File: config.mk
export PLATFORM = sky130hd
export DESIGN_NAME = act_bitserial_feeder
export DESIGN_NICKNAME = d
export VERILOG_FILES = /design/src/rtl/cim_pkg.sv /design/src/rtl/act_fifo.sv /design/src/rtl/act_bitserial_feeder.sv
export SDC_FILE = /design/constraint.sdc
export NUM_CORES = 2
export LEC_CHECK = 0
export CORE_ASPECT_RATIO = 2
export CORE_UTILIZATION = 55
export CTS_CLUSTER_DIAMETER = 30
export DETAILED_ROUTE_END_ITERATION = 6
export GPL_TIMING_DRIVEN = 0
export PLACE_DENSITY = 0.72
export SLEW_MARGIN = 20
export SYNTH_ARGS = -nofsm -noshare
export SYNTH_HDL_FRONTEND = slang
export SYNTH_SLANG_ARGS = --single-unit
File: constraint.sdc
create_clock -name clk -period 44 [get_ports clk]
set_input_delay 11 -clock clk [delete_from_list [all_inputs] [get_ports clk]]
set_output_delay 11 -clock clk [all_outputs]
set_load 0.02 [all_outputs]
File: src/rtl/cim_pkg.sv
// Shared CIM-loop definitions: activation geometry, FIFO sizing, feeder FSM states
// and the vector/plane types exchanged with the NMC aggregator.
package cim_pkg;
    localparam int ACT_PRECISION = 4;
    localparam int DIM           = 64;
    localparam int DEPTH         = 8;
    localparam int ADDR_W        = 3;
    localparam int BIT_W         = 2;
    localparam int CNT_W         = ADDR_W + 1;
    localparam int VEC_W         = ACT_PRECISION * DIM;

    localparam logic [CNT_W-1:0] FULL_CNT = CNT_W'(DEPTH);
    localparam logic [BIT_W-1:0] TOP_BIT  = BIT_W'(ACT_PRECISION - 1);

    typedef logic [VEC_W-1:0] act_vec_t;
    typedef logic [DIM-1:0]   act_plane_t;

    typedef enum logic [1:0] {
        IDLE,
        STREAM,
        STALL,
        FIN
    } feed_state_t;

    // Bit b of every element, element i landing on plane bit i.
    function automatic act_plane_t get_plane(input act_vec_t vec, input logic [BIT_W-1:0] b);
        act_plane_t                 plane;
        logic [ACT_PRECISION-1:0]   elem;
        plane = '0;
        for (int i = 0; i < DIM; i++) begin
            elem     = ACT_PRECISION'(vec >> (i * ACT_PRECISION));
            plane[i] = elem[b];
        end
        return plane;
    endfunction
endpackage

File: src/rtl/act_fifo.sv
// Synchronous FIFO of activation vectors. The head and the entry behind it are both
// readable combinationally so the feeder can roll onto the next vector without a bubble.
module act_fifo
    import cim_pkg::*;
(
    input  logic             clk,
    input  logic             rst_n,
    input  logic             push,
    input  logic             pop,
    input  logic [VEC_W-1:0] din,
    output logic [VEC_W-1:0] dout,
    output logic [VEC_W-1:0] dout_next,
    output logic [CNT_W-1:0] count,
    output logic             full,
    output logic             empty
);
    logic [VEC_W-1:0]  r_mem [DEPTH];
    logic [ADDR_W-1:0] r_wrPtr;
    logic [ADDR_W-1:0] r_rdPtr;
    logic [CNT_W-1:0]  r_count;
    logic              w_push;
    logic              w_pop;
    logic [ADDR_W-1:0] w_rdPtrNext;

    assign full        = (r_count == FULL_CNT);
    assign empty       = (r_count == '0);
    assign count       = r_count;
    assign w_push      = push && !full;
    assign w_pop       = pop && !empty;
    assign w_rdPtrNext = r_rdPtr + ADDR_W'(1);
    assign dout        = r_mem[r_rdPtr];
    // With a single entry, the vector behind the head is the one being pushed right now.
    assign dout_next   = (r_count > CNT_W'(1)) ? r_mem[w_rdPtrNext] : din;

    always_ff @(posedge clk) begin
        if (w_push) begin
            r_mem[r_wrPtr] <= din;
        end
    end

    always_ff @(posedge clk or negedge rst_n) begin
        if (!rst_n) begin
            r_wrPtr <= '0;
            r_rdPtr <= '0;
            r_count <= '0;
        end else begin
            if (w_push) begin
                r_wrPtr <= r_wrPtr + ADDR_W'(1);
            end
            if (w_pop) begin
                r_rdPtr <= w_rdPtrNext;
            end
            case ({w_push, w_pop})
                2'b10:   r_count <= r_count + CNT_W'(1);
                2'b01:   r_count <= r_count - CNT_W'(1);
                default: r_count <= r_count;
            endcase
        end
    end
endmodule

File: src/rtl/act_bitserial_feeder.sv
// Buffers write-back activation vectors and streams them into the CIM array one
// bit plane per cycle, MSB first, flagging plane 0 so the NMC side captures its ReLU result.
module act_bitserial_feeder
    import cim_pkg::*;
(
    input  logic             clk,
    input  logic             rst_n,
    input  logic             wb_valid,
    output logic             wb_ready,
    input  logic [VEC_W-1:0] wb_data,
    input  logic             start,
    input  logic [CNT_W-1:0] num_vec,
    output logic             busy,
    output logic             done,
    output logic [DIM-1:0]   cim_in,
    output logic             cim_in_valid,
    output logic [BIT_W-1:0] bit_idx,
    output logic             relu_out_en,
    output logic [CNT_W-1:0] count
);
    feed_state_t      r_state;
    feed_state_t      w_stateNext;
    logic [CNT_W-1:0] r_remaining;
    logic [CNT_W-1:0] w_remNext;
    logic [DIM-1:0]   r_cimIn;
    logic [DIM-1:0]   w_planeNext;
    logic             r_valid;
    logic             w_validNext;
    logic [BIT_W-1:0] r_bitIdx;
    logic [BIT_W-1:0] w_bitNext;
    logic             r_relu;
    logic             w_reluNext;
    logic             r_done;
    logic             w_doneNext;
    logic             r_busy;
    logic             w_busyNext;

    logic             w_push;
    logic             w_pop;
    logic             w_full;
    logic             w_empty;
    logic [CNT_W-1:0] w_count;
    logic [VEC_W-1:0] w_head;
    logic [VEC_W-1:0] w_headNext;

    assign wb_ready     = !w_full;
    assign w_push       = wb_valid && wb_ready;
    assign w_pop        = (r_state == STREAM) && (r_bitIdx == '0);
    assign busy         = r_busy;
    assign done         = r_done;
    assign cim_in       = r_cimIn;
    assign cim_in_valid = r_valid;
    assign bit_idx      = r_bitIdx;
    assign relu_out_en  = r_relu;
    assign count        = w_count;

    act_fifo u_fifo (
        .clk       (clk),
        .rst_n     (rst_n),
        .push      (w_push),
        .pop       (w_pop),
        .din       (wb_data),
        .dout      (w_head),
        .dout_next (w_headNext),
        .count     (w_count),
        .full      (w_full),
        .empty     (w_empty)
    );

    // Next-state logic computes the registered output values for the following cycle.
    always_comb begin
        w_stateNext = r_state;
        w_remNext   = r_remaining;
        w_planeNext = r_cimIn;
        w_validNext = 1'b0;
        w_bitNext   = r_bitIdx;
        w_reluNext  = 1'b0;
        w_doneNext  = 1'b0;
        w_busyNext  = r_busy;
        case (r_state)
            IDLE: begin
                w_bitNext = TOP_BIT;
                if (start) begin
                    if (num_vec == '0) begin
                        w_stateNext = FIN;
                        w_doneNext  = 1'b1;
                        w_busyNext  = 1'b0;
                    end else begin
                        w_remNext  = num_vec;
                        w_busyNext = 1'b1;
                        if (!w_empty) begin
                            w_stateNext = STREAM;
                            w_validNext = 1'b1;
                            w_planeNext = get_plane(w_head, TOP_BIT);
                        end else begin
                            w_stateNext = STALL;
                        end
                    end
                end
            end
            STREAM: begin
                if (r_bitIdx != '0) begin
                    w_validNext = 1'b1;
                    w_bitNext   = r_bitIdx - BIT_W'(1);
                    w_planeNext = get_plane(w_head, r_bitIdx - BIT_W'(1));
                    w_reluNext  = (r_bitIdx == BIT_W'(1));
                end else begin
                    w_remNext = r_remaining - CNT_W'(1);
                    w_bitNext = TOP_BIT;
                    if (r_remaining == CNT_W'(1)) begin
                        w_stateNext = FIN;
                        w_doneNext  = 1'b1;
                        w_busyNext  = 1'b0;
                    end else if ((w_count == CNT_W'(1)) && !w_push) begin
                        w_stateNext = STALL;
                    end else begin
                        w_validNext = 1'b1;
                        w_planeNext = get_plane(w_headNext, TOP_BIT);
                    end
                end
            end
            STALL: begin
                if (!w_empty) begin
                    w_stateNext = STREAM;
                    w_validNext = 1'b1;
                    w_bitNext   = TOP_BIT;
                    w_planeNext = get_plane(w_head, TOP_BIT);
                end
            end
            FIN: begin
                w_stateNext = IDLE;
            end
            default: begin
                w_stateNext = IDLE;
            end
        endcase
    end

    always_ff @(posedge clk or negedge rst_n) begin
        if (!rst_n) begin
            r_state     <= IDLE;
            r_remaining <= '0;
            r_cimIn     <= '0;
            r_valid     <= 1'b0;
            r_bitIdx    <= TOP_BIT;
            r_relu      <= 1'b0;
            r_done      <= 1'b0;
            r_busy      <= 1'b0;
        end else begin
            r_state     <= w_stateNext;
            r_remaining <= w_remNext;
            r_cimIn     <= w_planeNext;
            r_valid     <= w_validNext;
            r_bitIdx    <= w_bitNext;
            r_relu      <= w_reluNext;
            r_done      <= w_doneNext;
            r_busy      <= w_busyNext;
        end
    end
endmodule
==> metrics <==
type of element capturing the critical path=flip-flop; Port Buf Inserts=338; setup-violating endpoint count in the final report=0; total power divided by cell area=67.4 nW/um2; number of instances in the synthesized netlist=4,591; Worst Setup Path Type=in -> reg; first-pass GRT wire length=371 mm; final HPWL from detailed placement=182 mm; Setup Fix Bufs, Post-CTS=0; starting density of the core=55.4%; remaining routing DRC violations=1; CP Max Fanout=9; die area=159,000 um2; number of search-and-repair iterations in the first detailed-routing pass=7; CTS Hold Bufs=0; # nets final=5,619; CP startpoint kind=input port; total length of routed wires=262 mm; CTS Root Cell=sky130_fd_sc_hd__clkbuf_16; Leak=0.0336 uW; max-slew violation count=0; top area cells in the synthesized netlist=sky130_fd_sc_hd__edfxtp_1 71%, sky130_fd_sc_hd__mux4_2 13%, sky130_fd_sc_hd__dfrtp_1 2.4%, sky130_fd_sc_hd__mux2i_1 2.4%, sky130_fd_sc_hd__nand2_1 2.3%; status=finished, violations left; DRC violation total after the first TritonRoute iteration=6,991; total number of yosys warnings=0; worst-skew pair later-pin latency=0.87 ns; Chip Width=282 um; ports placed on the boundary=339; total clock buffers created by CTS=239; height of the chip=562 um; synthesized net count=4,866; number of global-route vias before repair=51,729; Worst Hold Slack=0.526 ns; fraction of synthesis flops using an asynchronous set or reset pin=4.03%; commonest non-fill, non-tap cell in the layout=sky130_fd_sc_hd__edfxtp_1; layout cell share with drive strength beyond 1=23.8%; clock-pin slew reported for the worst setup and hold paths after clock tree synthesis=0.06 ns; Routed wire per std cell=34.2 um; # H-tree levels=4; antenna violations before repair=55; maximum buffer depth of the clock tree=4; count of cells resized by post-cts repair=0; Rel. slew slack=17.7%; FF+latch count, synth=2,134; CORE AREA=156,000 um2; clock net sink count=2,134; grt ovf=0; count of flip-flops with a built-in enable after synthesis=2,048; share of the synthesized area in the top cell type=71.2%; area overhead of the layout relative to synthesis=19.9%; Via Count=51,318; via count normalized by instance count=6.71; class of the tightest hold or removal check=reg -> reg; gr usage total=33.3%; violations in the final reports=design-rule violations; remaining antenna violation count=0; ys flop type=sky130_fd_sc_hd__edfxtp_1; setup clock skew after layout=0.0595 ns; sequential cell area=63,700 um2; Filler Cells Inserted=10,311; area of the multi-input gates=21,200 um2; post-route fraction of the period consumed by the critical path=31.5%; CTS tree=built; register area share after synthesis=73.7%; final core area utilization=66.4%; maxcap violations=0; setup repair after global routing missed its margin=false; WP data required=44.56 ns; largest net degree at the start of global routing=59; post-synth top area cell=sky130_fd_sc_hd__edfxtp_1; final period demand of the worst path=13.85 ns; timing-limited maximum frequency=72.2 MHz; worst IR drop on VDD=0.0466 mV; Syn Std Cell Area=86,300 um2; Slew @ Worst Pin=1.23 ns; number of rows in the core area=205; RD Place Congestion=0.948; hold violation count in the final report=0; Syn Area/Cell=18.8 um2; most frequent cells in the layout=2,048 x sky130_fd_sc_hd__edfxtp_1, 522 x sky130_fd_sc_hd__nand2_1, 481 x sky130_fd_sc_hd__mux4_2; number of distinct standard cells referenced by the synthesized netlist=62; Setup Total Neg Slack=0 ns; CP arrival=14.40 ns
[layer usage]
metal / routed length [um] / track usage, % / vias to the layer above
li1: - / - / 20410
met1: 86200 / 39.9 / 26234
met2: 128000 / 54.0 / 3669
met3: 27200 / 8.15 / 943
met4: 19700 / 21.3 / 62
met5: 422 / 0 / -
[path summary, 6_finish.rpt]
path	start	to	slack, ns	depth (start not counted)
setup / recovery	wb_valid	u_fifo.r_mem[0][97]	30.15	11
hold / removal	busy	busy	0.53	1
setup reg to reg	bit_idx[0]	cim_in[45]	37.83	13
hold reg to reg	busy	busy	0.53	1
max in group asynchronous	rst_n	cim_in[54]	33.12	2
min in group asynchronous	rst_n	cim_in[8]	10.05	1
[kinds of logic (layout without fill, tap and decap cells)]
group | count (synthesis) | in the layout | synth area share [%]
other | 0 | 33 | 0
muxes | 723 | 723 | 15.4
buffers and inverters | 299 | 1255 | 1.80
adders and majority gates | 11 | 11 | 0.159
AOI/OAI and AO/OA | 503 | 503 | 4.24
and+or+nand+nor | 912 | 912 | 4.58
DFF | 2134 | 2134 | 73.7
xor gates and xnor gates | 9 | 9 | 0.100
[area by class of cell]
| class | count | area share, % |
|---|---|---|
| flip-flops and latches | 2134 | 61.5 |
| repair buffers | 512 | 5.98 |
| diodes | 33 | 0.0797 |
| multi-input cells | 2158 | 20.5 |
| inverters | 8 | 0.0290 |
| clock inverters | 171 | 2.00 |
| well taps | 2070 | 2.50 |
| clock buffers | 273 | 6.00 |
| plain buffers | 291 | 1.47 |
[where the power goes]
group          switching [uW]  total, uW  leakage [uW]  internal, uW
Clock                     861       2070       0.00400          1210
Combinational            1390       2240        0.0100           849
Sequential                112       2660        0.0196          2550
[critical path, cell delays in order]
cell	delay, ns
sky130_fd_sc_hd__clkdlybuf4s50_1	0.56
sky130_fd_sc_hd__nand2_1	0.15
sky130_fd_sc_hd__or2_2	0.41
sky130_fd_sc_hd__nor3_2	0.61
sky130_fd_sc_hd__buf_4	0.33
sky130_fd_sc_hd__buf_4	0.23
sky130_fd_sc_hd__buf_4	0.24
sky130_fd_sc_hd__buf_4	0.23
sky130_fd_sc_hd__buf_4	0.21
sky130_fd_sc_hd__buf_4	0.22
sky130_fd_sc_hd__buf_6	0.17
[stage by stage]
step / power (uW) / instance area [um2] / std cells / setup WS [ns]
3_5_place_dp: 4900 / 95200 / 7173 / 29.39
6_report: 6980 / 104000 / 7650 / 30.15
5_1_grt: 7160 / 103000 / 7623 / 30.11
2_1_floorplan: 4060 / 86300 / 4591 / 14.18
3_3_place_gp: 5040 / 92300 / 6999 / -4.36
4_1_cts: 6950 / 103000 / 7617 / 30.25
[cells in the mapped netlist (36+ instances only)]
cell and number:
sky130_fd_sc_hd__a21oi_1 63, sky130_fd_sc_hd__a22o_1 60, sky130_fd_sc_hd__a31oi_1 131, sky130_fd_sc_hd__buf_2 113, sky130_fd_sc_hd__clkbuf_1 110, sky130_fd_sc_hd__dfrtp_1 84
sky130_fd_sc_hd__edfxtp_1 2048, sky130_fd_sc_hd__mux2_2 36, sky130_fd_sc_hd__mux2i_1 206, sky130_fd_sc_hd__mux4_2 481, sky130_fd_sc_hd__nand2_1 522, sky130_fd_sc_hd__nand3_1 150
sky130_fd_sc_hd__nand4_1 45, sky130_fd_sc_hd__nor2_1 117, sky130_fd_sc_hd__o21ai_0 36, sky130_fd_sc_hd__o22ai_1 73
[state kept, by name (all words and copies together) (netlist names)]
register,count
relu_out_en,1
u_fifo.r_rdPtr,3
r_remaining,4
cim_in,64
done,1
u_fifo.r_wrPtr,3
busy,1
u_fifo.count,4
bit_idx,2
r_state,2
u_fifo.r_mem,2048
cim_in_valid,1
(Power assumes the default switching activity.)
